File: config.mk
export PLATFORM = sky130hd
export DESIGN_NAME = mem_stage
export DESIGN_NICKNAME = d
export VERILOG_FILES = /design/src/rtl/mem_stage_pkg.sv /design/src/rtl/load_formatter.sv /design/src/rtl/mem_stage.sv
export SDC_FILE = /design/constraint.sdc
export NUM_CORES = 1
export LEC_CHECK = 0
export ABC_AREA = 1
export CAP_MARGIN = 20
export CORE_MARGIN = 3
export CORE_UTILIZATION = 38
export CTS_CLUSTER_DIAMETER = 80
export DETAILED_ROUTE_END_ITERATION = 6
export PLACE_DENSITY = 0.76
export SYNTH_ARGS = -nofsm -noshare
export SYNTH_HDL_FRONTEND = slang
export SYNTH_SLANG_ARGS = --single-unit
File: constraint.sdc
create_clock -name clk -period 2.6 [get_ports clk]
set_input_delay 0.26 -clock clk [delete_from_list [all_inputs] [get_ports clk]]
set_output_delay 0.26 -clock clk [all_outputs]
set_load 0.01 [all_outputs]
File: src/rtl/mem_stage_pkg.sv
// Shared lc3b types for the memory-access stage: opcodes, word, instruction packet, FSM states.
package mem_stage_pkg;

    localparam int unsigned WORD_W = 16;

    typedef logic [WORD_W-1:0] lc3b_word;

    typedef enum logic [3:0] {
        OP_BR   = 4'b0000,
        OP_ADD  = 4'b0001,
        OP_LDB  = 4'b0010,
        OP_STB  = 4'b0011,
        OP_JSR  = 4'b0100,
        OP_AND  = 4'b0101,
        OP_LDW  = 4'b0110,
        OP_STW  = 4'b0111,
        OP_RTI  = 4'b1000,
        OP_XOR  = 4'b1001,
        OP_LDI  = 4'b1010,
        OP_STI  = 4'b1011,
        OP_JMP  = 4'b1100,
        OP_SHF  = 4'b1101,
        OP_LEA  = 4'b1110,
        OP_TRAP = 4'b1111
    } lc3b_opcode;

    typedef struct packed {
        lc3b_opcode opcode;
        logic [2:0] dr;
        logic [2:0] sr1;
        logic [2:0] sr2;
        lc3b_word   pc;
    } lc3b_ipacket;

    typedef enum logic [1:0] {
        IDLE = 2'd0,
        ACC1 = 2'd1,
        ACC2 = 2'd2,
        HOLD = 2'd3
    } mem_state_t;

    // Opcode touches the data cache
    function automatic logic is_mem_op(input lc3b_opcode op);
        case (op)
            OP_LDB, OP_LDW, OP_LDI, OP_STB, OP_STW, OP_STI: return 1'b1;
            default:                                        return 1'b0;
        endcase
    endfunction

    // Opcode needs a pointer fetch before the real access
    function automatic logic is_indirect(input lc3b_opcode op);
        return (op == OP_LDI) || (op == OP_STI);
    endfunction

    // Opcode returns data to the register file
    function automatic logic is_load(input lc3b_opcode op);
        return (op == OP_LDB) || (op == OP_LDW) || (op == OP_LDI);
    endfunction

    // Word-aligned cache address
    function automatic lc3b_word word_align(input lc3b_word a);
        return a & ~lc3b_word'(1);
    endfunction

endpackage

File: src/rtl/load_formatter.sv
// Formats raw cache read data into a load result (byte select + sign extension).
module load_formatter
    import mem_stage_pkg::*;
(
    input  lc3b_word rdata,
    input  logic     addr0,
    input  logic     is_byte,
    output lc3b_word result
);

    logic [7:0] w_byte;

    // Pick the addressed byte, sign-extend it for byte loads, else pass the word
    always_comb begin
        w_byte = addr0 ? rdata[15:8] : rdata[7:0];
        result = is_byte ? {{8{w_byte[7]}}, w_byte} : rdata;
    end

endmodule

File: src/rtl/mem_stage.sv
// lc3b MEM stage: data-cache handshake for loads/stores (incl. indirect) and load formatting.
module mem_stage
    import mem_stage_pkg::*;
(
    input  logic        clk,
    input  logic        rst_n,
    input  lc3b_ipacket ipacket,
    input  logic        bubble,
    input  lc3b_word    alu_in,
    input  lc3b_word    src_data,
    input  logic        stall_in,
    input  lc3b_word    dmem_rdata,
    input  logic        dmem_resp,
    output lc3b_word    dmem_address,
    output lc3b_word    dmem_wdata,
    output logic        dmem_read,
    output logic        dmem_write,
    output logic [1:0]  dmem_byte_enable,
    output lc3b_word    mem_data_out,
    output lc3b_word    alu_out,
    output lc3b_ipacket ipacket_out,
    output logic        stall_out
);

    mem_state_t r_state;
    lc3b_opcode r_op;
    logic       r_addr0;
    lc3b_word   r_src;
    lc3b_word   r_ptr;
    lc3b_word   r_result;
    lc3b_word   r_dmem_address;
    lc3b_word   r_dmem_wdata;
    logic       r_dmem_read;
    logic       r_dmem_write;
    logic [1:0] r_dmem_byte_enable;

    logic       w_mem_op;
    logic       w_final_resp;
    lc3b_word   w_fmt;
    lc3b_word   w_load_data;

    load_formatter u_load_formatter (
        .rdata   (dmem_rdata),
        .addr0   (r_addr0),
        .is_byte (r_op == OP_LDB),
        .result  (w_fmt)
    );

    // Decode: new memory op in the slot, last access completing, load result
    always_comb begin
        w_mem_op     = !bubble && is_mem_op(ipacket.opcode);
        w_final_resp = dmem_resp &&
                       (((r_state == ACC1) && !is_indirect(r_op)) || (r_state == ACC2));
        w_load_data  = is_load(r_op) ? w_fmt : '0;
    end

    // Stage outputs: stall while a request is outstanding, result to MEM/WB
    always_comb begin
        stall_out    = ((r_state == IDLE) && w_mem_op) ||
                       (((r_state == ACC1) || (r_state == ACC2)) && !w_final_resp);
        mem_data_out = '0;
        if (!rst_n)
            mem_data_out = '0;
        else if (w_final_resp)
            mem_data_out = w_load_data;
        else if (r_state == HOLD)
            mem_data_out = r_result;
        alu_out      = alu_in;
        ipacket_out  = ipacket;
    end

    // Access FSM with registered cache request outputs
    always_ff @(posedge clk) begin
        if (!rst_n) begin
            r_state            <= IDLE;
            r_op               <= OP_BR;
            r_addr0            <= 1'b0;
            r_src              <= '0;
            r_ptr              <= '0;
            r_result           <= '0;
            r_dmem_address     <= '0;
            r_dmem_wdata       <= '0;
            r_dmem_read        <= 1'b0;
            r_dmem_write       <= 1'b0;
            r_dmem_byte_enable <= 2'b00;
        end else if (w_final_resp) begin
            // Access finished: capture result, drop request, hold if pipeline is stalled
            r_result           <= w_load_data;
            r_dmem_read        <= 1'b0;
            r_dmem_write       <= 1'b0;
            r_dmem_byte_enable <= 2'b00;
            r_state            <= stall_in ? HOLD : IDLE;
        end else begin
            case (r_state)
                IDLE: begin
                    if (w_mem_op) begin
                        r_state            <= ACC1;
                        r_op               <= ipacket.opcode;
                        r_addr0            <= alu_in[0];
                        r_src              <= src_data;
                        r_dmem_address     <= word_align(alu_in);
                        r_dmem_wdata       <= '0;
                        r_dmem_byte_enable <= 2'b11;
                        r_dmem_read        <= 1'b1;
                        r_dmem_write       <= 1'b0;
                        case (ipacket.opcode)
                            OP_STW: begin
                                r_dmem_read  <= 1'b0;
                                r_dmem_write <= 1'b1;
                                r_dmem_wdata <= src_data;
                            end
                            OP_STB: begin
                                r_dmem_read        <= 1'b0;
                                r_dmem_write       <= 1'b1;
                                r_dmem_wdata       <= {src_data[7:0], src_data[7:0]};
                                r_dmem_byte_enable <= alu_in[0] ? 2'b10 : 2'b01;
                            end
                            default: ;
                        endcase
                    end
                end
                ACC1: begin
                    // Only indirect ops reach here on a response; go fetch at the pointer
                    if (dmem_resp) begin
                        r_state            <= ACC2;
                        r_ptr              <= dmem_rdata;
                        r_dmem_address     <= word_align(dmem_rdata);
                        r_dmem_byte_enable <= 2'b11;
                        if (r_op == OP_STI) begin
                            r_dmem_read  <= 1'b0;
                            r_dmem_write <= 1'b1;
                            r_dmem_wdata <= r_src;
                        end else begin
                            r_dmem_read  <= 1'b1;
                            r_dmem_write <= 1'b0;
                        end
                    end
                end
                ACC2: begin
                    r_dmem_address <= word_align(r_ptr);
                end
                HOLD: begin
                    if (!stall_in)
                        r_state <= IDLE;
                end
                default: r_state <= IDLE;
            endcase
        end
    end

    assign dmem_address     = r_dmem_address;
    assign dmem_wdata       = r_dmem_wdata;
    assign dmem_read        = r_dmem_read;
    assign dmem_write       = r_dmem_write;
    assign dmem_byte_enable = r_dmem_byte_enable;

endmodule

==> results.sh <==
export IMPL_status="complete, no violations"
export IMPL_antenna_found_initial=0
export IMPL_r2r_slack_ns=0.45
export IMPL_worstHoldStart="r_src[6]"
export IMPL_diodes=0
export IMPL_synth_seq_cells=89
export IMPL_p_leak_uw=0.00283
export IMPL_synth_edf_count=0
export IMPL_die_h_um=122
export IMPL_grt_max_degree=74
export IMPL_via_count=5022
export IMPL_required_ns=2.34
export IMPL_criticalPathCategory="reg -> out"
export IMPL_grt_pass1_vias=4625
export IMPL_cts_tree="built"
export IMPL_start_kind="flop"
export IMPL_drt_pass1_iter_count=5
export IMPL_netlist_instances=752
export IMPL_min_path_cells=2
export IMPL_hold_viol=0
export IMPL_ios=180
export IMPL_r2r_start="r_state[1]"
export IMPL_hold_buffers=0
export IMPL_irDropWorstVdd_uv=481
export IMPL_synthTopCellsByCount="152 x nand2_1, 89 x dfxtp_1, 86 x o21ai_0, 74 x nand3_1, 68 x inv_1"
export IMPL_cp_arrival_ns=2.22
export IMPL_htreeDepth=3
export IMPL_wl_met1_um=6270
export IMPL_synth_top_area_cell="dfxtp_1"
export IMPL_wl_met3_um=1160
export IMPL_timing_final_crit_share=0.953
export IMPL_post_drt_wl_per_cell_um=14.2
export IMPL_nNetsFinal=904
export IMPL_avgSynthCellArea_um2=6.77
export IMPL_synth_area_mm2=0.00509
export IMPL_hpwlAfterDp_um=9670
export IMPL_finalSetupViolations=0
export IMPL_area_growth_pct=28.9
export IMPL_synthTopCellsByArea="dfxtp_1 35%, nand2_1 11%, o21ai_0 8.5%"
export IMPL_reg2reg_to="dmem_wdata[9]"
export IMPL_place_congestion=0.865
export IMPL_finish_cell_count_without_fillers=994
export IMPL_viasPerCell=5.05
export IMPL_crit_start="r_state[1]"
export IMPL_dp_cells=975
export IMPL_hold_path_end="r_src[6]"
export IMPL_drc=0
export IMPL_core_area_mm2=0.0129
export IMPL_place_ws_ns=0.256
export IMPL_cts_root_buf="clkbuf_16"
export IMPL_cts_buffers=9
export IMPL_min_period_ns=2.48
export IMPL_yosys_warnings=0
export IMPL_crit_path_end_kind="output pin"
export IMPL_seq_area_frac_synth=0.350
export IMPL_fin_ws_ns=0.123
export IMPL_cts_sinks=89
export IMPL_dominantRegCellSynth="dfxtp_1"
export IMPL_io_buffers=128
export IMPL_hp_class="reg -> reg"
export IMPL_initial_utilization=0.395
export IMPL_fmax_ghz=0.404
export IMPL_drt_iter0_drc=389
export IMPL_grt_first_pass_wirelength_um=22600
export IMPL_highest_layer="met4"
export IMPL_drv_cap=0
export IMPL_worstMarginPinSlew_ns=0.730
export IMPL_rows=41
export IMPL_fin_setup_tns_ns=0
export IMPL_synth_most_common_cell="nand2_1"
export IMPL_wl_met2_um=6420
export IMPL_worst_r2r_path_depth=10
export IMPL_power_density_mw_per_mm2=883
export IMPL_clk_latency_ns=0.34
export IMPL_maxSlewHeadroom=0.513
export IMPL_cp_max_fo=18
export IMPL_detail_route_antenna_nets=0
export IMPL_finalMaxSlewViolations=0
export IMPL_overflow=0
export IMPL_final_core_util=0.510
export IMPL_routed_wl_um=14100
export IMPL_drive_gt1_frac=0.0645
export IMPL_clock_skew_ns=0.00685
export IMPL_async_flop_share=0
export IMPL_synthDistinctLibCells=29
export IMPL_ctsLongestPathBuffers=2
export IMPL_clkTransAtPathRegs_ns=0.06
export IMPL_synthesis_nets=839
export IMPL_die_x_um=122
export IMPL_die_area_mm2=0.0148
export IMPL_yosysTopAreaCellShare=0.350
export IMPL_grtUsageTotal=0.188
[worst max-delay path, cell delays in order (launching register included)]
cell and delay [ns]:
dfxtp_1 0.38, inv_1 0.09, ha_1 0.19, nand2_1 0.09
nand2_1 0.09, nand2_4 0.12, buf_8 0.18, o21ai_0 0.10
nand2_1 0.09, nor2_1 0.04, clkdlybuf4s50_1 0.50
[routing by layer]
metal  vias to the layer above  track usage
met5                         -            0
met4                         0       0.0721
met3                        26       0.0483
met2                       186        0.289
met1                      2255        0.253
li1                       2555            -
[power by group]
group / switching [uW] / internal (uW)
combinational: 1500 / 1100
clock: 555 / 870
sequential: 136 / 1640
total: 2200 / 3600
[registers in the layout (all words and copies together) (netlist names)]
register / cells
dmem_wdata: 16
r_result: 16
r_src: 16
dmem_address: 15
r_ptr: 15
r_op: 4
dmem_byte_enable: 2
r_state: 2
dmem_read: 1
dmem_write: 1
r_addr0: 1
[layout make-up]
type	instances	area, um^2
Inverter	71	272
Clock inverter	6	88.8
Clock buffer	10	239
Sequential cell	89	1780
Fill cell	1280	6310
Tap cell	172	215
Timing Repair Buffer	147	1490
Multi-Input combinational cell	499	2470
[worst max path at each step]
| stage | end | depth (start not counted) |
|---|---|---|
| floorplan | mem_data_out[0] | 11 |
| global placement | mem_data_out[15] | 10 |
| detailed placement | mem_data_out[13] | 10 |
| CTS | stall_out | 9 |
| global route | mem_data_out[4] | 10 |
| finish | mem_data_out[8] | 10 |
[placed cells by master (no fill, tap or decap), drive strengths merged]
master,instances
nand2,155
clkdlybuf4s50,112
o21ai,91
dfxtp,89
nand3,75
inv,72
nor2,62
a21oi,61
mux2i,20
buf,20
nand4,16
dlymetal6s2s,15
clkbuf,10
o211ai,8
ha,5
nor3,4
bufinv,2
clkinvlp,2
a211oi,1
conb,1
clkinv,1
[metrics by stage]
step	power, uW	cell area [um^2]	hold slack (ns)
2_1_floorplan	3570	5090	0.423
3_3_place_gp	4340	6120	0.436
3_5_place_dp	4350	6120	0.441
4_1_cts	5780	6450	0.451
5_1_grt	6210	6560	0.475
6_report	5800	6560	0.450
[what timing repair did]
action / 4_1_cts / 5_1_grt
pin swaps: 0 / 1
hold endpoints to repair: 0 / 0
endpoints found under the setup margin: 9 / 17
resized for setup: 1 / 25
buffers inserted: 0 / 3
[cell families after synthesis]
| group | count (synthesis) | share of synthesized area |
|---|---|---|
| compound gates | 161 | 0.166 |
| fa+ha+maj | 5 | 0.0123 |
| buf+inv | 164 | 0.168 |
| flops | 89 | 0.350 |
| mux | 20 | 0.0393 |
| other cells | 1 | 0.000737 |
| simple gates | 312 | 0.264 |
No activity file was read; power rests on OpenSTA's default activity.
